File: src/rtl/latsnq_arc_driver_if.sv
// Control-side bundle for the latch arc driver:
// arc request in, status and result out.
interface latsnq_arc_driver_if #(
  parameter int CNT_W  = 8,
  parameter int FAIL_W = 8
);
  logic              START;
  logic [1:0]        ARC_SEL;
  logic              D_VAL;
  logic [CNT_W-1:0]  PW;
  logic [CNT_W-1:0]  SU;
  logic              BUSY;
  logic              DONE;
  logic              PASS;
  logic [FAIL_W-1:0] FAIL_CNT;

  modport master (
    output START, ARC_SEL, D_VAL, PW, SU,
    input  BUSY, DONE, PASS, FAIL_CNT
  );

  modport slave (
    input  START, ARC_SEL, D_VAL, PW, SU,
    output BUSY, DONE, PASS, FAIL_CNT
  );
endinterface

File: src/rtl/latsnq_arc_driver.sv
// Drives E/D/SETN of a set-latch through one timing arc
// per START and checks Q at the end of the arc.
module latsnq_arc_driver #(
  parameter int CNT_W  = 8,
  parameter int FAIL_W = 8
) (
  input  logic                CLK,
  input  logic                RST,
  latsnq_arc_driver_if.slave  ctl,
  output logic                E,
  output logic                D,
  output logic                SETN,
  input  logic                Q_IN
);

  typedef enum logic [2:0] {
    IDLE, PH_A, PH_B, PH_C, CHECK, FIN
  } state_t;

  state_t            state, state_n;
  logic [CNT_W-1:0]  cnt, cnt_n;
  logic [1:0]        arc_q, arc_u;
  logic              dv_q, dv_u;
  logic [CNT_W-1:0]  pw_q, su_q, pw_u, su_u;
  logic [CNT_W-1:0]  len_a, len_b, len_c;
  logic              pass_q, pass_n;
  logic [FAIL_W-1:0] fail_q, fail_n;
  logic [2:0]        pins_n;
  logic              acc;

  function automatic logic [CNT_W-1:0] clamp(
    input logic [CNT_W-1:0] x
  );
    return (x == '0) ? CNT_W'(1) : x;
  endfunction

  // Pin pattern {E, D, SETN} held during state st
  function automatic logic [2:0] drive(
    input logic [1:0] arc,
    input logic       dv,
    input state_t     st
  );
    logic [2:0] p;
    p = 3'b001;
    unique case (arc)
      2'd0: begin
        if (st == PH_A)
          p = {1'b1, ~dv, 1'b1};
        else if (st inside {PH_B, PH_C, CHECK})
          p = {1'b1, dv, 1'b1};
      end
      2'd1: begin
        if (st == PH_A)
          p = {1'b1, dv, 1'b1};
        else if (st == PH_B)
          p = {1'b0, dv, 1'b1};
        else if (st inside {PH_C, CHECK})
          p = {1'b0, ~dv, 1'b1};
      end
      2'd2: begin
        if (st == PH_A)
          p = 3'b000;
      end
      2'd3: begin
        if (st == PH_A)
          p = 3'b000;
        else if (st == PH_C)
          p = 3'b101;
      end
    endcase
    return p;
  endfunction

  function automatic logic exp_q(
    input logic [1:0] arc,
    input logic       dv
  );
    logic r;
    unique case (arc)
      2'd0, 2'd1: r = dv;
      2'd2:       r = 1'b1;
      2'd3:       r = 1'b0;
    endcase
    return r;
  endfunction

  assign acc   = (state == IDLE) && ctl.START;
  assign arc_u = acc ? ctl.ARC_SEL : arc_q;
  assign dv_u  = acc ? ctl.D_VAL : dv_q;
  assign pw_u  = acc ? clamp(ctl.PW) : pw_q;
  assign su_u  = acc ? clamp(ctl.SU) : su_q;

  assign len_a = (arc_u == 2'd1) ? su_u : pw_u;
  assign len_b = (arc_u == 2'd3) ? su_u : CNT_W'(1);
  assign len_c = pw_u;

  always_comb begin
    state_n = state;
    cnt_n   = cnt;
    pass_n  = pass_q;
    fail_n  = fail_q;
    unique case (state)
      IDLE: begin
        if (acc) begin
          state_n = PH_A;
          cnt_n   = len_a - CNT_W'(1);
          pass_n  = 1'b0;
        end
      end
      PH_A: begin
        if (cnt == '0) begin
          state_n = PH_B;
          cnt_n   = len_b - CNT_W'(1);
        end else begin
          cnt_n = cnt - CNT_W'(1);
        end
      end
      PH_B: begin
        if (cnt == '0) begin
          state_n = PH_C;
          cnt_n   = len_c - CNT_W'(1);
        end else begin
          cnt_n = cnt - CNT_W'(1);
        end
      end
      PH_C: begin
        if (cnt == '0) begin
          state_n = CHECK;
          cnt_n   = '0;
        end else begin
          cnt_n = cnt - CNT_W'(1);
        end
      end
      CHECK: begin
        state_n = FIN;
        pass_n  = (Q_IN == exp_q(arc_q, dv_q));
        if (Q_IN != exp_q(arc_q, dv_q) && fail_q != '1)
          fail_n = fail_q + FAIL_W'(1);
      end
      FIN: state_n = IDLE;
      default: state_n = IDLE;
    endcase
    pins_n = drive(arc_u, dv_u, state_n);
  end

  always_ff @(posedge CLK) begin
    if (RST) begin
      state  <= IDLE;
      cnt    <= '0;
      arc_q  <= '0;
      dv_q   <= 1'b0;
      pw_q   <= CNT_W'(1);
      su_q   <= CNT_W'(1);
      E      <= 1'b0;
      D      <= 1'b0;
      SETN   <= 1'b1;
      pass_q <= 1'b0;
      fail_q <= '0;
    end else begin
      state  <= state_n;
      cnt    <= cnt_n;
      {E, D, SETN} <= pins_n;
      pass_q <= pass_n;
      fail_q <= fail_n;
      if (acc) begin
        arc_q <= ctl.ARC_SEL;
        dv_q  <= ctl.D_VAL;
        pw_q  <= clamp(ctl.PW);
        su_q  <= clamp(ctl.SU);
      end
    end
  end

  assign ctl.BUSY     = state inside {PH_A, PH_B, PH_C, CHECK};
  assign ctl.DONE     = (state == FIN);
  assign ctl.PASS     = pass_q;
  assign ctl.FAIL_CNT = fail_q;

endmodule

File: src/flat_wrapper.sv
// flat-port wrapper written by rule: the top's interface ports become plain ports
module latsnq_arc_driver_flat 
#(
  parameter int CNT_W  = 8,
  parameter int FAIL_W = 8
)
  (CLK, RST, E, D, SETN, Q_IN, ctl_START, ctl_ARC_SEL, ctl_D_VAL, ctl_PW, ctl_SU, ctl_BUSY, ctl_DONE, ctl_PASS, ctl_FAIL_CNT);
  latsnq_arc_driver_if #(.CNT_W(CNT_W), .FAIL_W(FAIL_W)) ctl_i ();
  input  logic CLK;
  input  logic RST;
  output logic E;
  output logic D;
  output logic SETN;
  input  logic Q_IN;
  input wire logic [$bits(ctl_i.START)-1:0] ctl_START;
  input wire logic [$bits(ctl_i.ARC_SEL)-1:0] ctl_ARC_SEL;
  input wire logic [$bits(ctl_i.D_VAL)-1:0] ctl_D_VAL;
  input wire logic [$bits(ctl_i.PW)-1:0] ctl_PW;
  input wire logic [$bits(ctl_i.SU)-1:0] ctl_SU;
  output wire logic [$bits(ctl_i.BUSY)-1:0] ctl_BUSY;
  output wire logic [$bits(ctl_i.DONE)-1:0] ctl_DONE;
  output wire logic [$bits(ctl_i.PASS)-1:0] ctl_PASS;
  output wire logic [$bits(ctl_i.FAIL_CNT)-1:0] ctl_FAIL_CNT;
  assign ctl_i.START = ctl_START;
  assign ctl_i.ARC_SEL = ctl_ARC_SEL;
  assign ctl_i.D_VAL = ctl_D_VAL;
  assign ctl_i.PW = ctl_PW;
  assign ctl_i.SU = ctl_SU;
  assign ctl_BUSY = ctl_i.BUSY;
  assign ctl_DONE = ctl_i.DONE;
  assign ctl_PASS = ctl_i.PASS;
  assign ctl_FAIL_CNT = ctl_i.FAIL_CNT;
  latsnq_arc_driver #(.CNT_W(CNT_W), .FAIL_W(FAIL_W)) u_core (.CLK(CLK), .RST(RST), .ctl(ctl_i), .E(E), .D(D), .SETN(SETN), .Q_IN(Q_IN));
endmodule
File: config.mk
export PLATFORM = sky130hd
export DESIGN_NAME = latsnq_arc_driver_flat
export DESIGN_NICKNAME = d
export VERILOG_FILES = /design/src/rtl/latsnq_arc_driver_if.sv /design/src/rtl/latsnq_arc_driver.sv /design/src/flat_wrapper.sv
export SDC_FILE = /design/constraint.sdc
export NUM_CORES = 1
export LEC_CHECK = 0
export CAP_MARGIN = 20
export CORE_ASPECT_RATIO = 1.1
export CORE_MARGIN = 2
export CORE_UTILIZATION = 55
export DETAILED_ROUTE_END_ITERATION = 10
export PLACE_DENSITY_LB_ADDON = 0.25
export SYNTH_ARGS = -nofsm -noshare
export SYNTH_HDL_FRONTEND = slang
export SYNTH_SLANG_ARGS = --single-unit
File: constraint.sdc
create_clock -name CLK -period 3.7 [get_ports CLK]
set_input_delay 0.74 -clock CLK [delete_from_list [all_inputs] [get_ports CLK]]
set_output_delay 0.74 -clock CLK [all_outputs]
set_load 0.02 [all_outputs]
==> impl_metrics.toml, run 1 <==
[yosys]
async_flop_share = 0
synth.cell_area_um2 = 2870
yosysUniqueCellTypes = 56
synthTopCellsByCount = "nor2_1, dfxtp_1, nand2_1"
synth-edff-count = 0
synth.net_count = 393
synth_area_leader_cell = "dfxtp_1"
syn-instance-count = 364
ys_seq_elements = 42
synth_area_leaders = "dfxtp_1, nor2_1, mux2i_1"
avgSynthCellArea_um2 = 7.89
synth_top_area_frac = 0.293
yosysMostFrequentCell = "nor2_1"
ys_warn_count = 0
synth-main-ff-cell = "dfxtp_1"
ys_seq_area_frac = 0.293

[clocking]
clk_pin_slew_ns = 0.08
htree_num_levels = 2
cts_hold_buf = 0
clock_tree.root_cell = "clkbuf_8"
clock_sinks = 42
cts_buffers = 5
cts-resized-gates = 0
cts_tree = "done"
clk_latency_ns = 0.30
post_cts_buffers = 0
clock_path_buffers = 2

[final_layout]
drive_gt1_frac = 0.0941
final_cells = 462
fill_cells = 439
area_growth_pct = 19.3
layout.nets = 433
design_area_um2 = 3420
n_antenna_cell = 0
fin_util = 0.680

[min_path]
hold_class = "register to register"
worstHoldStart = "u_core.pw_q[7]"

[grt]
gr-max-usage-layer = "met2"
grt_pass1_vias = 2625
grt_pass1_wl_um = 13000
met2_usage = 0.482
use_met1 = 0.376
grt_antenna_before_repair = 0
grt_overflow = 0
track_usage = 0.291
grtUsageMet3 = 0.0366
grt_max_degree = 30

[die]
dieArea_um2 = 5810
rows = 27
core_area_um2 = 5030
die_h_um = 79.8
die_w_um = 72.9
start_util = 0.570
pin_count = 37

[power_and_ir_drop]
p_leak_nw = 1.34
vdd_ir_drop_max_mv = 0.314
power_density_nw_per_um2 = 600
p_total_mw = 2.05

[route]
drc = 0
first_pass_iters = 5
via_per_inst = 6.26
ant_nets = 0
drt_wl_total_um = 8040
vias = 2894
routedWlPerCell_um = 17.4
drtIter0Drc = 260

[worst_setup_path]
startpoint = "ctl_START"
start_kind = "primary input"
critPathCaptureType = "register"
r2r-start = "u_core.state[0]"
arrival_ns = 3.50
cpMaxStageDelayCell = "a2111oi_0"
cp_data_required_time_ns = 3.90
critPathKind = "primary input to register"
crit_chain = "clkdlybuf4s50_1, or4b_4, buf_4, a2111oi_0, o21ai_1, xnor2_1, o31ai_1, a31oi_1, a2111oi_2"
cp_max_fo = 29
cpPeakStageDelay_ns = 0.50

[placed_design]
dp_hpwl_um = 6050
port_buffers = 36
routabilityCongestion = 0.918
postPlaceCellArea_um2 = 3340
dp_slack_ns = 0.130
dp_cells = 455

[timing]
worst-slew-pin-transition_ns = 0.902
final.min_clock_period_ns = 3.30
fin_crit_sh = 0.891
hold_viol_final = 0
skew_ns = 0.00822
max_freq_mhz = 303
hold_slack_ns = 0.487
fin_setup_tns_ns = 0
slew_headroom = 0.397
layout_setup_ws_ns = 0.403
slew_violations = 0
finalSetupViolCount = 0
rsz0062_at_grt = "no"

[status]
status = "completed"

[job]
drv_cap = 0
kinds of logic (layout without fill, tap and decap cells):
group,after synthesis,count (layout),synth area share
XOR/XNOR,30,30,0.0915
adder cells (fa/ha/maj),6,6,0.0262
flip-flops,42,42,0.293
AND/OR/NAND/NOR,158,158,0.268
AO/OA/AOI/OAI,76,76,0.179
multiplexers,26,26,0.0998
buffers and inverters,26,66,0.0432
worst max-delay path, delay by kind of cell:
kind	cells	cell delay, ns
compound gates	5	1.36
xor+xnor	1	0.15
simple gates	1	0.48
buf+inv	2	0.76
sequential cells by signal, indices dropped and copies added (netlist names):
name and cells:
u_core.cnt 8, u_core.ctl.FAIL_CNT 8, u_core.pw_q 8, u_core.su_q 8
u_core.state 3, u_core.arc_q 2, u_core.D 1, u_core.E 1
u_core.SETN 1, u_core.ctl.PASS 1, u_core.dv_q 1
layer usage:
metal	vias to the layer above	share of wire	wire length [um]
li1	1388	-	-
met1	1353	0.43	3470
met2	128	0.47	3790
met3	25	0.058	465
met4	0	0.039	314
met5	-	0	0
final cells by class:
class / instances / area [um^2] / share of cell area
Clock buffer: 5 / 68.8 / 0.0201
Tap cell: 58 / 72.6 / 0.0212
Sequential cell: 42 / 841 / 0.246
Multi-Input combinational cell: 296 / 1910 / 0.558
Clock inverter: 2 / 10.0 / 0.00292
Timing Repair Buffer: 52 / 493 / 0.144
Inverter: 7 / 26.3 / 0.00768
report_power, final:
group | switching (mW) | internal (mW)
sequential | 0.111 | 0.537
combinational | 0.648 | 0.471
clock | 0.159 | 0.127
worst paths after layout:
path	end	depth (start not counted)	slack (ns)
worst max-delay path	u_core.cnt[5]	9	0.40
worst min-delay path	u_core.pw_q[7]	2	0.49
worst max register to register	u_core.cnt[5]	8	0.70
worst min register to register	u_core.pw_q[7]	2	0.49
placed cells by master, fill, tap and decap left out, drive strengths merged, types with 2 or more instances in the layout:
master and n:
mux2 2, and3 5, a21oi 23, mux2i 24, xnor2 14, clkbuf 5
a211oi 6, and3b 3, and2 6, nor3b 3, a31oi 5, o2111ai 2
ha 6, o21ai 12, dfxtp 42, a2111oi 4, a221oi 2, a32oi 2
a211o 2, inv 7, nand4 4, o221ai 2, buf 16, nand2b 8
nand2 31, nand3 4, nor2 56, nor4 4, xor2 16, clkinv 2
a22oi 4, clkdlybuf4s50 36, nand3b 2, or3 2, o41ai 2, nor3 23
or2 3, o22ai 4
Power figures use the tool's default switching activity.
==> run 2, diff against run 1 <==
CTS_CLUSTER_DIAMETER = 150   (was unset)
==> results of run 2 <==
The final DEF is identical to that of run 1; final timing and power are the same.
